### src/rtl/axi_slave_aw_w_arbiter.sv
// Write-path scheduler sitting in front of one slave port.
// Arbitrates the masters' AW requests (QoS first, round-robin tie-break) and
// holds the grant until the granted burst's last W beat has been forwarded,
// so W data from different masters never interleaves at the slave.
//
// Handshake semantics: a transfer happens on a rising ACLK edge where both
// valid and ready are high. Valid never waits on ready. Every ready/valid
// output is a combinational function of the registered state, so all of them
// read 0 while ARESET is high.
module axi_slave_aw_w_arbiter #(
    parameter int NUM_MASTERS = 4,
    parameter int LEN_WIDTH   = 4,
    parameter int QOS_WIDTH   = 4,
    parameter int QOS_EN      = 1
) (
    input  logic                             ACLK,
    input  logic                             ARESET,
    input  logic [NUM_MASTERS-1:0]           req_awvalid,
    input  logic [NUM_MASTERS*LEN_WIDTH-1:0] req_awlen,
    input  logic [NUM_MASTERS*QOS_WIDTH-1:0] req_awqos,
    input  logic [NUM_MASTERS-1:0]           req_wvalid,
    input  logic [NUM_MASTERS-1:0]           req_wlast,
    input  logic                             slv_awready,
    input  logic                             slv_wready,
    output logic [NUM_MASTERS-1:0]           req_awready,
    output logic [NUM_MASTERS-1:0]           req_wready,
    output logic                             slv_awvalid,
    output logic                             slv_wvalid,
    output logic                             slv_wlast,
    output logic [NUM_MASTERS-1:0]           grant,
    output logic [$clog2(NUM_MASTERS)-1:0]   grant_idx,
    output logic                             busy,
    output logic                             wlast_err,
    output logic [1:0]                       state_dbg
);

    localparam int IDX_W = $clog2(NUM_MASTERS);
    localparam logic [NUM_MASTERS-1:0] ONE_HOT_0 = NUM_MASTERS'(1);

    typedef enum logic [1:0] {
        IDLE = 2'd0,
        ADDR = 2'd1,
        DATA = 2'd2
    } state_t;

    state_t               state;
    logic [LEN_WIDTH-1:0] len_q;
    logic [LEN_WIDTH-1:0] beat_cnt;
    logic [IDX_W-1:0]     rr_ptr;

    logic [LEN_WIDTH-1:0] len_arr [NUM_MASTERS];
    logic [QOS_WIDTH-1:0] qos_arr [NUM_MASTERS];

    logic [IDX_W-1:0]     win_idx;
    logic [QOS_WIDTH-1:0] win_qos;
    logic                 win_found;
    logic [QOS_WIDTH-1:0] cur_qos;
    logic [IDX_W:0]       cand;

    logic aw_hs;
    logic w_hs;

    // Unpack the flat per-master AWLEN/AWQOS buses into arrays.
    for (genvar i = 0; i < NUM_MASTERS; i++) begin : g_unpack
        assign len_arr[i] = req_awlen[i*LEN_WIDTH +: LEN_WIDTH];
        assign qos_arr[i] = req_awqos[i*QOS_WIDTH +: QOS_WIDTH];
    end

    // Winner search: walk from rr_ptr+1 with wrap; a strictly higher QoS
    // replaces the current pick, so equal QoS keeps the first one found.
    always_comb begin
        win_idx   = '0;
        win_qos   = '0;
        win_found = 1'b0;
        cur_qos   = '0;
        cand      = '0;
        for (int k = 1; k <= NUM_MASTERS; k++) begin
            cand = {1'b0, rr_ptr} + (IDX_W+1)'(k);
            if (cand >= (IDX_W+1)'(NUM_MASTERS)) begin
                cand = cand - (IDX_W+1)'(NUM_MASTERS);
            end
            if (req_awvalid[cand[IDX_W-1:0]]) begin
                cur_qos = (QOS_EN != 0) ? qos_arr[cand[IDX_W-1:0]] : '0;
                if (!win_found || (cur_qos > win_qos)) begin
                    win_found = 1'b1;
                    win_idx   = cand[IDX_W-1:0];
                    win_qos   = cur_qos;
                end
            end
        end
    end

    // Ready/valid gating toward the owner and the slave.
    always_comb begin
        slv_awvalid = (state == ADDR) && req_awvalid[grant_idx];
        req_awready = ((state == ADDR) && slv_awready) ? grant : '0;
        slv_wvalid  = (state == DATA) && req_wvalid[grant_idx];
        req_wready  = ((state == DATA) && slv_wready) ? grant : '0;
        slv_wlast   = (state == DATA) && (beat_cnt == len_q);
    end

    assign aw_hs     = slv_awvalid & slv_awready;
    assign w_hs      = slv_wvalid & slv_wready;
    assign busy      = (state != IDLE);
    assign state_dbg = state;

    // Grant FSM: arbitrate in IDLE, pass the AW in ADDR, count W beats in DATA.
    always_ff @(posedge ACLK or posedge ARESET) begin
        if (ARESET) begin
            state     <= IDLE;
            grant     <= '0;
            grant_idx <= '0;
            len_q     <= '0;
            beat_cnt  <= '0;
            rr_ptr    <= IDX_W'(NUM_MASTERS - 1);
            wlast_err <= 1'b0;
        end else begin
            wlast_err <= 1'b0;
            case (state)
                IDLE: begin
                    if (|req_awvalid) begin
                        grant     <= ONE_HOT_0 << win_idx;
                        grant_idx <= win_idx;
                        len_q     <= len_arr[win_idx];
                        beat_cnt  <= '0;
                        state     <= ADDR;
                    end
                end
                ADDR: begin
                    if (aw_hs) begin
                        state <= DATA;
                    end
                end
                DATA: begin
                    if (w_hs) begin
                        beat_cnt  <= beat_cnt + 1'b1;
                        wlast_err <= (req_wlast[grant_idx] != slv_wlast);
                        if (slv_wlast) begin
                            rr_ptr    <= grant_idx;
                            grant     <= '0;
                            grant_idx <= '0;
                            state     <= IDLE;
                        end
                    end
                end
                default: state <= IDLE;
            endcase
        end
    end

endmodule

### config.mk
export PLATFORM = sky130hd
export DESIGN_NAME = axi_slave_aw_w_arbiter
export DESIGN_NICKNAME = d
export VERILOG_FILES = /design/src/rtl/axi_slave_aw_w_arbiter.sv
export SDC_FILE = /design/constraint.sdc
export NUM_CORES = 1
export LEC_CHECK = 0
export CAP_MARGIN = 20
export CORE_MARGIN = 4
export CORE_UTILIZATION = 30
export CTS_CLUSTER_DIAMETER = 80
export DETAILED_ROUTE_END_ITERATION = 10
export GPL_ROUTABILITY_DRIVEN = 0
export PLACE_DENSITY = 0.62
export SLEW_MARGIN = 40
export SYNTH_ARGS = -nofsm -noshare
export SYNTH_HDL_FRONTEND = slang
export SYNTH_SLANG_ARGS = --single-unit
### constraint.sdc
create_clock -name ACLK -period 9.8 [get_ports ACLK]
set_clock_uncertainty 0.05 [all_clocks]
set_input_delay 1.47 -clock ACLK [delete_from_list [all_inputs] [get_ports ACLK]]
set_output_delay 1.47 -clock ACLK [all_outputs]
set_load 0.1 [all_outputs]
=== Word level (Yosys, flattened, before mapping) ===
Index checks and enable logic that the tools add are counted.
Widths: inputs -> output; s select.

* Reductions and logical operators: 20
* Mux-type cells: 68
* $lt $le $gt $ge: 17
* Shift-type cells: 1
* Add/sub/neg operators: 9
* Equality and inequality tests: 8
* Multipliers: 0
* Divide/modulo/power cells: 0
* Bitwise gates (word level): 7

{| class="wikitable"
|+ Operators by type and width
! kind !! count
|-
| $mux 4 || 22
|-
| $bmux 4 s2 || 5
|-
| $mux 2 || 16
|-
| $ge 3x3->1 const B || 9
|-
| $pmux 4 s2 || 2
|-
| $lt 2x3->1 const B || 5
|-
| $not 2->3 || 5
|-
| $bmux 1 s2 || 7
|-
| $mux 1 || 14
|-
| $gt 4x4->1 || 3
|-
| $ne 2x2->1 const B || 4
|-
| $reduce_and 4->1 || 2
|-
| $sub 2x1->2 const B || 4
|-
| $add 2x2->3 const B || 2
|-
| $pmux 2 s3 || 1
|-
| $reduce_and 3->1 || 2
|-
| $logic_and 1x1->1 || 5
|-
| $add 4x1->4 const B || 1
|-
| $eq 4x4->1 || 1
|-
| $pmux 2 s2 || 1
|-
| $reduce_bool 2->1 || 2
|-
| $reduce_or 4->1 || 1
|-
| $shl 1x2->4 const A || 1
|-
| $add 2x1->3 const B || 1
|-
| other kinds (9) || 14
|}

* Bits in latches: 0
* RAM bits: 0
* Output and inout port bits: 21
* Word-level logic and storage cells: 137
* Input port bits: 48
* Memories kept: 0
* Register bits: 19
* ROM bits: 0

=== Longest topological paths before layout ===
* Depth in word-level cells: 24
* Gate-level depth with buffers: 30
* Depth with buffers taken out: 27

=== Worst setup path after synthesis ===
No wires, ideal clock.

* Path type: input to register
* Start: input port req_awvalid[1]
* End: register len_q[3]
* Arrival time: 6.092 ns
* Setup time: 0.132 ns
* Slack: 3.526 ns
* Required time: 9.618 ns
* Path buffers: 1
* Stages: 26
* Cells stage by stage: buf_2 nor2_2 nor3_1 a21oi_2 a211o_1 ha_1 nor2b_1 o211ai_1 a21oi_1 o21a_2 o21a_1 ha_1 nor2b_1 o21ai_0 a32oi_1 o21ai_2 o21ai_0 ha_1 a21oi_1 nand3_1 a21oi_2 a21oi_2 a21o_1 a211o_4 a2111oi_4 a211oi_1

* Word-level cells in the longest chain between the ends: 19
* Elaborated cells between the ends (all ways): 40
* Those cells by class: order compare (3); mux (28); bitwise (1); reduce/logical (8)

{| class="wikitable"
|+ Ends and longest elaborated chain
! what !! RTL line !! RTL
|-
| start: declaration || 18 || <nowiki>input logic [NUM_MASTERS-1:0] req_awvalid,</nowiki>
|-
| $bmux 1 s2 || 82 || <nowiki>if (req_awvalid[cand[IDX_W-1:0]]) begin</nowiki>
|-
| $mux 1 (implied by the code) || 82 ||
|-
| $mux 4 / $mux 1 (equally long branches) || 82 ||
|-
| $gt 4x4->1 / $logic_not 1->1 (equally long branches) || 84 || <nowiki>if (!win_found || (cur_qos > win_qos)) begin</nowiki>
|-
| $logic_or 1x1->1 || 84 ||
|-
| $mux 4 / $mux 1 (equally long branches) || 84 ||
|-
| $mux 4 / $mux 1 (equally long branches) || 82 ||
|-
| $gt 4x4->1 / $logic_not 1->1 (equally long branches) || 84 ||
|-
| [2 not listed] || n/a ||
|-
| $mux 4 / $mux 1 (equally long branches) || 82 ||
|-
| $gt 4x4->1 / $logic_not 1->1 (equally long branches) || 84 ||
|-
| $logic_or 1x1->1 || 84 ||
|-
| $mux 2 || 84 ||
|-
| $mux 2 || 82 ||
|-
| $not 2->3 (implied by the code) || 124 || <nowiki>len_q <= len_arr[win_idx];</nowiki>
|-
| $bmux 4 s2 || 124 ||
|-
| $mux 4 (implied by the code) (2 in a row) || 124 ||
|-
| end signal: assignment || 124 ||
|-
| end: declaration || 47 || <nowiki>logic [LEN_WIDTH-1:0] len_q;</nowiki>
|}

Parallel ways exist; a longest one is shown, timed or not. The select of a mux whose other input is x is not followed.
A chain may end at the register's enable or synchronous reset.

=== Worst setup path after layout ===
* Start: input port req_awvalid[2]
* End: register len_q[0]

Same word-level chain as after synthesis.

==> metrics <==
pwr dens 314 nW/µm²; antenna violations before repair 0; status completed; Synth Flop Type dfrtp_1; met1 usage 0.208; DIE HEIGHT 93.9 µm; endpoints failing setup 0; Layout Cells excl Fill 417; Global Route Usage Sum 0.134; min setup slack post-route 2510 ps; # IOs 69; busiest grt layer met1; routed wire length 5.94 mm; DR WL/cell 14.2 µm; post-place setup slack 2230 ps; Post-layout nets 380; Buf/Inv on CP 1; final hold violations 0; Crit path max-delay family compound AO/OA/AOI/OAI gates; RSZ-0062 raised after global routing no; ANT cells 0; vias in the first global route 1,966; share of layout cells above drive strength 1 0.164; latest clock arrival within the worst-skew pair 260 ps; H-tree depth 1; Max Transition Viols Final 0; leak pwr 1.30 nW; via count 2,113; critical path peak fanout 12; placed cells 413; Crit-path slowest cell clkdlybuf4s50_1; HP Class flop to flop; Post-DRT Antenna Nets 0; Via density 5.07; most used cell, CP nor2b_1; post-synth top area cell dfrtp_1; Tmin final 7290 ps; Yosys cell types 57; crit start category input pin; met2 usage 0.203; postcts setup bufs 0; CTS root buf clkbuf_8; Core Rows 31; worst slew pin tran 710 ps; most frequent cells in the layout 47 x clkdlybuf4s50_1, 36 x nand2_1, 21 x buf_2, 18 x nor2_1, 17 x dfrtp_1; Cell Area, Synth 2220 µm²; worst path required time 9880 ps; PortBufs 68; Synthesis Warnings 0; first-pass GRT wire length 9.80 mm; total CTS buffers 3; core area 7210 µm²; Peak VDD IR 0.0736 mV; Avg Inst Size Synth 8.59 µm²; Worst Path Arrival 7380 ps; Synth-to-Final Area Change 30.7%; DRT Pass-1 Iters 4; total number of clock tree sinks 19; top cells by area, synth dfrtp_1 19%, mux4_2 9.1%, ha_1 7.3%, mux2i_1 6.8%, nand2_1 6.1%; met3 Use GR 0.0184; Max Clk Rate 137 MHz; Mapped Cells 258; die width 93.9 µm; commonest non-fill, non-tap cell in the layout clkdlybuf4s50_1; CTS Buffer Depth 2; filler cell count 759; share of the synthesized area in the top cell type 0.192; post-CTS resize count 0; full die area 8830 µm²; syn nets 319; Setup crit end kind flop; Crit path largest cell delay 720 ps; Worst slew margin 0.527; grt total ovfl 0; Initial Util 0.307; post-synthesis register bit count 19; hold-fix buffers at CTS 0; crit path kind input pin to flop; post-route clock period utilization 0.744; setup TNS 0 ps; largest net degree at the start of global routing 32; CTS tree yes; drc violations 0; sequential fraction of the synthesis area 0.216; clock-pin slew on the worst setup and hold paths 70 ps; max cap viols 0; Post-synth EDFFs 0; DRT iter0 DRCs 81; ys async rst share 1.00; dpl hpwl 4.93 mm
-- Yosys cell counts (2+ instances only) --
library cell,instances
a211oi_1,10
a21o_1,5
a21oi_1,11
a21oi_2,3
and2_1,4
and3_1,9
buf_2,7
clkbuf_1,2
dfrtp_1,17
dfstp_2,2
ha_1,13
inv_1,5
mux2_2,5
mux2i_1,15
mux4_2,9
nand2_1,36
nand2b_1,2
nand3_1,7
nand3b_1,2
nand4_1,3
nand4b_1,2
nor2_1,18
nor2b_1,7
nor3_1,3
o21a_1,4
o21ai_0,16
o21ai_1,3
o31ai_1,3
o32ai_2,2
or2_1,2
xnor2_1,5
-- metrics by stage --
step | hold slack [ps] | total power [mW] | area, µm² | utilization
after floorplan | 478 | 0.726 | 2220 | -
after global placement | 500 | 0.869 | 2960 | 0.410
after detailed placement | 480 | 0.859 | 2850 | 0.395
after CTS | 495 | 0.917 | 2900 | 0.401
after global routing | 526 | 0.989 | 2900 | 0.401
final | 491 | 0.910 | 2900 | 0.401
-- worst min-delay path: stages, from the launching register on --
cell and delay, ps:
dfrtp_1 380, nand2_1 60, o31ai_1 60
-- area by class of cell --
| type | count | area, µm² | share of cell area |
|---|---|---|---|
| tap | 99 | 124 | 0.0428 |
| clock buffer | 4 | 45.0 | 0.0156 |
| multi-input combinational | 221 | 1650 | 0.570 |
| timing repair buffer | 68 | 576 | 0.199 |
| inverter | 6 | 22.5 | 0.00778 |
| sequential | 19 | 478 | 0.165 |
-- cell families (layout without fill, tap and decap cells) --
group,Yosys count,after routing,synth area share
simple gates,102,102,0.228
xor+xnor,6,6,0.0237
fa+ha+maj,13,13,0.0734
mux,30,30,0.190
flops,19,19,0.216
compound gates,70,70,0.230
buf+inv,18,78,0.0395
-- where the power goes --
part / total [mW] / switching, mW / leakage [nW] / internal, mW
Sequential: 0.154 / 0.0461 / 0.236 / 0.108
Clock: 0.0546 / 0.0257 / 0.0228 / 0.0289
Combinational: 0.702 / 0.455 / 1.04 / 0.246
Total: 0.910 / 0.527 / 1.30 / 0.383
-- state kept, by name, summed over array words and instances (netlist names) --
register and flops:
beat_cnt 4, rr_ptr 2, wlast_err 1, state_dbg 2, len_q 4, grant_idx 2
grant 4
-- final timing paths --
kind | cells past startpoint | to | slack [ps] | from
hold reg to reg | 2 | grant[3]$_DFFE_PP0P_ | 490 | grant[3]$_DFFE_PP0P_
max in group asynchronous | 2 | grant[1]$_DFFE_PP0P_ | 7680 | ARESET
min in group asynchronous | 2 | wlast_err$_DFF_PP0_ | 1570 | ARESET
hold / removal | 2 | grant[3]$_DFFE_PP0P_ | 490 | grant[3]$_DFFE_PP0P_
setup reg to reg | 24 | len_q[0]$_DFFE_PP0P_ | 3330 | rr_ptr[0]$_DFFE_PP1P_
setup / recovery | 27 | len_q[0]$_DFFE_PP0P_ | 2510 | req_awvalid[2]
-- routing by layer --
layer / vias to the layer above / share of wire
li1: 1084 / -
met1: 983 / 0.49
met2: 43 / 0.45
met3: 3 / 0.051
met4: 0 / 0.0017
met5: - / 0
(Power assumes the default switching activity.)
